## config.mk

```make
export PLATFORM = sky130hd
export DESIGN_NAME = lsu_ctrl
export DESIGN_NICKNAME = d
export VERILOG_FILES = /design/src/rtl/lsu_pkg.sv /design/src/rtl/lsu_decode.sv /design/src/rtl/lsu_ctrl.sv
export SDC_FILE = /design/constraint.sdc
export NUM_CORES = 1
export LEC_CHECK = 0
export BUFFER_PORTS_ARGS = -buffer_cell sky130_fd_sc_hd__buf_2
export CAP_MARGIN = 20
export CORE_MARGIN = 4
export CORE_UTILIZATION = 36
export DETAILED_ROUTE_END_ITERATION = 8
export MAX_ROUTING_LAYER = met4
export PLACE_DENSITY_LB_ADDON = 0.15
export SYNTH_ARGS = -nofsm -noshare
export SYNTH_HDL_FRONTEND = slang
export SYNTH_HIERARCHICAL = 1
export SYNTH_SLANG_ARGS = --single-unit
```

## constraint.sdc

```tcl
create_clock -name clk -period 5.75 [get_ports clk]
set_clock_uncertainty 0.15 [all_clocks]
set_input_delay 0.575 -clock clk [delete_from_list [all_inputs] [get_ports clk]]
set_output_delay 0.575 -clock clk [all_outputs]
set_load 0.05 [all_outputs]
```

## src/rtl/lsu_pkg.sv

```systemverilog
// Shared constants and types for the load/store control stage.
package lsu_pkg;

  localparam logic [2:0] F3_B  = 3'b000;
  localparam logic [2:0] F3_H  = 3'b001;
  localparam logic [2:0] F3_W  = 3'b010;
  localparam logic [2:0] F3_BU = 3'b100;
  localparam logic [2:0] F3_HU = 3'b101;

  localparam logic [1:0] LEN_B = 2'b00;
  localparam logic [1:0] LEN_H = 2'b01;
  localparam logic [1:0] LEN_W = 2'b10;

  typedef enum logic [1:0] {
    StIdle,
    StAccess,
    StResp
  } lsu_state_e;

endpackage

```

## src/rtl/lsu_decode.sv

```systemverilog
// Combinational decode of funct3 into length/sign, plus alignment and range fault checks.
module lsu_decode
  import lsu_pkg::*;
#(
  parameter int unsigned ADDR_BITS = 16
) (
  input  logic [2:0]  funct3_i,
  input  logic [31:0] addr_i,
  input  logic        wr_i,
  output logic [1:0]  length_o,
  output logic        sign_o,
  output logic        fault_o
);

  logic illegal, misaligned, out_of_range;

  assign length_o = funct3_i[1:0];
  assign sign_o   = (funct3_i == F3_B) || (funct3_i == F3_H);

  // Unsigned variants exist only for byte/half loads.
  assign illegal = (funct3_i[1:0] == 2'b11) ||
                   (funct3_i[2] && (wr_i || (funct3_i[1:0] == LEN_W)));

  assign misaligned = ((funct3_i[1:0] == LEN_H) && addr_i[0]) ||
                      ((funct3_i[1:0] == LEN_W) && (addr_i[1:0] != 2'b00));

  assign out_of_range = (addr_i >> ADDR_BITS) != 32'd0;

  assign fault_o = illegal || misaligned || out_of_range;

endmodule

```

## src/rtl/lsu_ctrl.sv

```systemverilog
// Load/store control: accepts one request, runs a timed memory access, pulses a response.
module lsu_ctrl
  import lsu_pkg::*;
#(
  parameter int unsigned MEM_LATENCY = 1,
  parameter int unsigned ADDR_BITS   = 16
) (
  input  logic        clk,
  input  logic        rst,
  input  logic        req_valid_i,
  output logic        req_ready_o,
  input  logic        req_wr_i,
  input  logic [2:0]  req_funct3_i,
  input  logic [31:0] req_addr_i,
  input  logic [31:0] req_wdata_i,
  output logic        stall_o,
  output logic        resp_valid_o,
  output logic        resp_fault_o,
  output logic [31:0] resp_rdata_o,
  output logic [31:0] mem_addr_o,
  output logic [31:0] mem_wdata_o,
  output logic [1:0]  mem_length_o,
  output logic        mem_sign_o,
  output logic        mem_enable_o,
  output logic        mem_wr_o,
  input  logic [31:0] mem_rdata_i
);

  localparam int unsigned CntW = (MEM_LATENCY > 1) ? $clog2(MEM_LATENCY) : 1;
  localparam logic [CntW-1:0] CntInit = CntW'(MEM_LATENCY - 1);

  lsu_state_e      state_q, state_d;
  logic [CntW-1:0] cnt_q, cnt_d;
  logic            wr_q, wr_d;
  logic [31:0]     addr_q, addr_d;
  logic [31:0]     wdata_q, wdata_d;
  logic [1:0]      len_q, len_d;
  logic            sign_q, sign_d;
  logic            fault_q, fault_d;
  logic [31:0]     rdata_q, rdata_d;

  logic [1:0] dec_length;
  logic       dec_sign, dec_fault;
  logic       accept, in_access;

  lsu_decode #(
    .ADDR_BITS (ADDR_BITS)
  ) u_decode (
    .funct3_i (req_funct3_i),
    .addr_i   (req_addr_i),
    .wr_i     (req_wr_i),
    .length_o (dec_length),
    .sign_o   (dec_sign),
    .fault_o  (dec_fault)
  );

  assign in_access   = (state_q == StAccess);
  assign req_ready_o = ~in_access;
  assign accept      = req_valid_i & req_ready_o;
  assign stall_o     = req_valid_i & ~req_ready_o;

  always_comb begin
    state_d = state_q;
    cnt_d   = cnt_q;
    wr_d    = wr_q;
    addr_d  = addr_q;
    wdata_d = wdata_q;
    len_d   = len_q;
    sign_d  = sign_q;
    fault_d = fault_q;
    rdata_d = rdata_q;
    unique case (state_q)
      StAccess: begin
        if (cnt_q == '0) begin
          rdata_d = wr_q ? 32'd0 : mem_rdata_i;
          state_d = StResp;
        end else begin
          cnt_d = cnt_q - 1'b1;
        end
      end
      StResp: state_d = StIdle;
      default: state_d = StIdle;
    endcase
    // Accept is possible from Idle and Resp; it overrides the Resp->Idle return.
    if (accept) begin
      wr_d    = req_wr_i;
      addr_d  = req_addr_i;
      wdata_d = req_wdata_i;
      len_d   = dec_length;
      sign_d  = dec_sign;
      fault_d = dec_fault;
      rdata_d = 32'd0;
      cnt_d   = CntInit;
      state_d = dec_fault ? StResp : StAccess;
    end
  end

  always_ff @(posedge clk or posedge rst) begin
    if (rst) begin
      state_q <= StIdle;
      cnt_q   <= '0;
      wr_q    <= 1'b0;
      addr_q  <= 32'd0;
      wdata_q <= 32'd0;
      len_q   <= 2'b00;
      sign_q  <= 1'b0;
      fault_q <= 1'b0;
      rdata_q <= 32'd0;
    end else begin
      state_q <= state_d;
      cnt_q   <= cnt_d;
      wr_q    <= wr_d;
      addr_q  <= addr_d;
      wdata_q <= wdata_d;
      len_q   <= len_d;
      sign_q  <= sign_d;
      fault_q <= fault_d;
      rdata_q <= rdata_d;
    end
  end

  assign resp_valid_o = (state_q == StResp);
  assign resp_fault_o = resp_valid_o & fault_q;
  assign resp_rdata_o = resp_valid_o ? rdata_q : 32'd0;

  assign mem_enable_o = in_access;
  // Write only in the last access cycle so the memory sees a single write edge.
  assign mem_wr_o     = in_access & wr_q & (cnt_q == '0);
  assign mem_addr_o   = in_access ? addr_q : 32'd0;
  assign mem_wdata_o  = in_access ? wdata_q : 32'd0;
  assign mem_length_o = in_access ? len_q : 2'b00;
  assign mem_sign_o   = in_access & sign_q;

endmodule

```

==> metrics.csv <==
stage,metric,value,unit
layout,final_common_cell,buf_2,
global_route,grt_util_met2,23.9,%
cts,cts_hold_buf,0,
cts,clockBufferDepth,2,
cts,cts.sinks,103,
sta,tightestPinTransition,0.992,ns
power,p_total,1.59,mW
synthesis,syn-instance-count,420,
sta,grt_setup_unrepaired,no,
floorplanning,core,0.0133,mm2
floorplanning,num_rows,42,
hold_path,worstHoldPathType,in2async,
global_route,grt_max_degree,77,
critical_path,regToRegSetupSlack,3.59,ns
critical_path,start_kind,register,
layout,final.fill_count,1270,
floorplanning,start_util,37.1,%
cts,cts_tree,built,
routing,ant_nets,0,
placement,port_buffers,207,
floorplanning,die_x,125,um
layout,layout.nets,711,
power,ir_worst_vdd,0.114,mV
routing,drc,0,
critical_path,reg2reg_depth,5,
global_route,grt_pass1_vias,3926,
routing,route.detailed.vias_per_inst,4.70,
layout,areaGrowthSynthToFinish,28.2,%
layout,final_cell_mix,"buf_2, dfrtp_1, and2_1",
synthesis,synth.area.top_cells,"dfrtp_1, mux2_2, and2_1",
global_route,grtUsageTotal,15.9,%
sta,setup-tns-final,0,ns
cts,ctsResizeCount,0,
sta,finalCritPeriodShare,55.1,%
critical_path,cp.required,5.03,ns
synthesis,ys_types,24,
synthesis,syn-num-nets,523,
global_route,grt-ovfl-total,0,
floorplanning,io_pins,208,
sta,slew_headroom,33.9,%
critical_path,r2r-start,state_q[0]$_DFF_PP0_,
routing,drt_wl_total,12000,um
cts,htree_levels,3,
floorplanning,dieArea,0.0157,mm2
synthesis,yosysWarnings,6,
synthesis,syn_avg_cell_area,11.8,um2
sta,min_period,3.17,ns
layout,drive_above_1_share,48.8,%
critical_path,arrival,2.44,ns
global_route,busiest_layer,met2,
cts,path_clk_slew,0.07,ns
cts,postCtsSetupBuffers,0,
routing,wire_per_inst,15.3,um
power,powerDensity,251,mW/mm2
global_route,grt_pass1_wl,19700,um
critical_path,critPathCaptureType,output pin,
placement,dpl.hpwl,8420,um
placement,globalplace.congestion,0.737,
flow_run,maxCapViolations,0,
run_status,status,completed,
cts,root_buffer,clkbuf_16,
routing,vias,3704,
routing,drtIter0Drc,176,
global_route,antenna_found_initial,1,
sta,max_freq,0.316,GHz
critical_path,reg2reg_to,rdata_q[21]$_DFFE_PP0P_,
synthesis,synth_top_cell_area_share,52.0,%
cts,clock_latency,0.34,ns
cts,cts_buffers,9,
critical_path,critPathKind,reg2out,
synthesis,synth_seq_cells,103,
global_route,grtUsageMet1,20.6,%
sta,finalSetupViolCount,0,
synthesis,syn_area,0.00496,mm2
critical_path,crit_path_max_fanout,76,
sta,finalHoldViolCount,0,
sta,maxSlewViolCount,0,
routing,drtPass1Iterations,4,
floorplanning,die_h,125,um
synthesis,ys_seq_area_share,52.0,%
global_route,grt_util_met3,4.90,%
synthesis,yosys.area.top_type,dfrtp_1,
power,p_leak,3.21,nW
-- per-stage QoR --
stage,instances,util (%),hold WS (ns),setup WS [ns],instance area (um2)
5_1_grt,788,47.6,0.101,2.34,6350
2_1_floorplan,420,-,0.320,2.32,4960
3_3_place_gp,772,45.0,0.329,2.96,6000
6_report,788,47.6,0.0745,2.58,6350
3_5_place_dp,772,45.0,0.334,2.90,6000
4_1_cts,786,47.4,0.0772,2.52,6320
-- flip-flops by register name (all words and copies together), names as in the netlist --
signal	flops
len_q	2
addr_q	32
sign_q	1
wr_q	1
state_q	2
wdata_q	32
rdata_q	32
fault_q	1
-- area by class of cell --
cell class	instances	area [um2]	share of cell area, %
clock buffer	11	253	3.98
tap	176	220	3.47
clock inverter	3	67.6	1.06
antenna	1	2.50	0.0394
sequential	103	2580	40.6
multi-input combinational	282	2140	33.7
timing repair buffer	210	1080	17.0
inverter	2	11.3	0.177
-- logic make-up after synthesis --
logic type,Yosys count,synth area share [%]
buffers and inverters,35,4.77
flip-flops,103,52.0
multiplexers,69,16.2
AND/OR/NAND/NOR,179,23.5
AO/OA/AOI/OAI,34,3.51
-- synthesized netlist by cell type, drive strengths merged --
library cell,n
o21ai,33
nor4,5
nand3b,32
dfrtp,103
clkbuf,24
nor2,2
buf,9
a221oi,1
mux2,69
inv,2
and4,1
nand2,3
nor2b,1
and2,102
nand2b,33
-- layer usage --
metal | share of wire [%] | wire [um] | vias to the layer above
met5 | 0 | 0 | -
met4 | 1.4 | 167 | 0
met3 | 8.0 | 964 | 14
met2 | 46 | 5500 | 123
met1 | 45 | 5390 | 1792
li1 | - | - | 1775
-- power by group --
part | total, mW | switching (mW) | internal, mW
Sequential | 0.799 | 0.0269 | 0.772
Combinational | 0.143 | 0.0586 | 0.0844
Clock | 0.651 | 0.251 | 0.400
Total | 1.59 | 0.336 | 1.26
-- how the worst max path moves through the flow --
stage	startpoint	depth (start not counted)	endpoint
detailed placement	state_q[1]$_DFF_PP0_	5	mem_addr_o[7]
global placement	state_q[1]$_DFF_PP0_	5	mem_addr_o[8]
finish	state_q[1]$_DFF_PP0_	5	mem_addr_o[7]
global route	state_q[1]$_DFF_PP0_	5	mem_length_o[1]
floorplan	rst	1	addr_q[0]$_DFFE_PP0P_
CTS	state_q[1]$_DFF_PP0_	5	mem_addr_o[7]
-- critical path: stages, from the launching register on --
cell and delay, ns:
dfrtp_1 0.38, nand2b_4 0.17, clkinv_2 0.43, buf_4 0.62
and2_1 0.21, buf_2 0.26
Power figures use the tool's default switching activity.
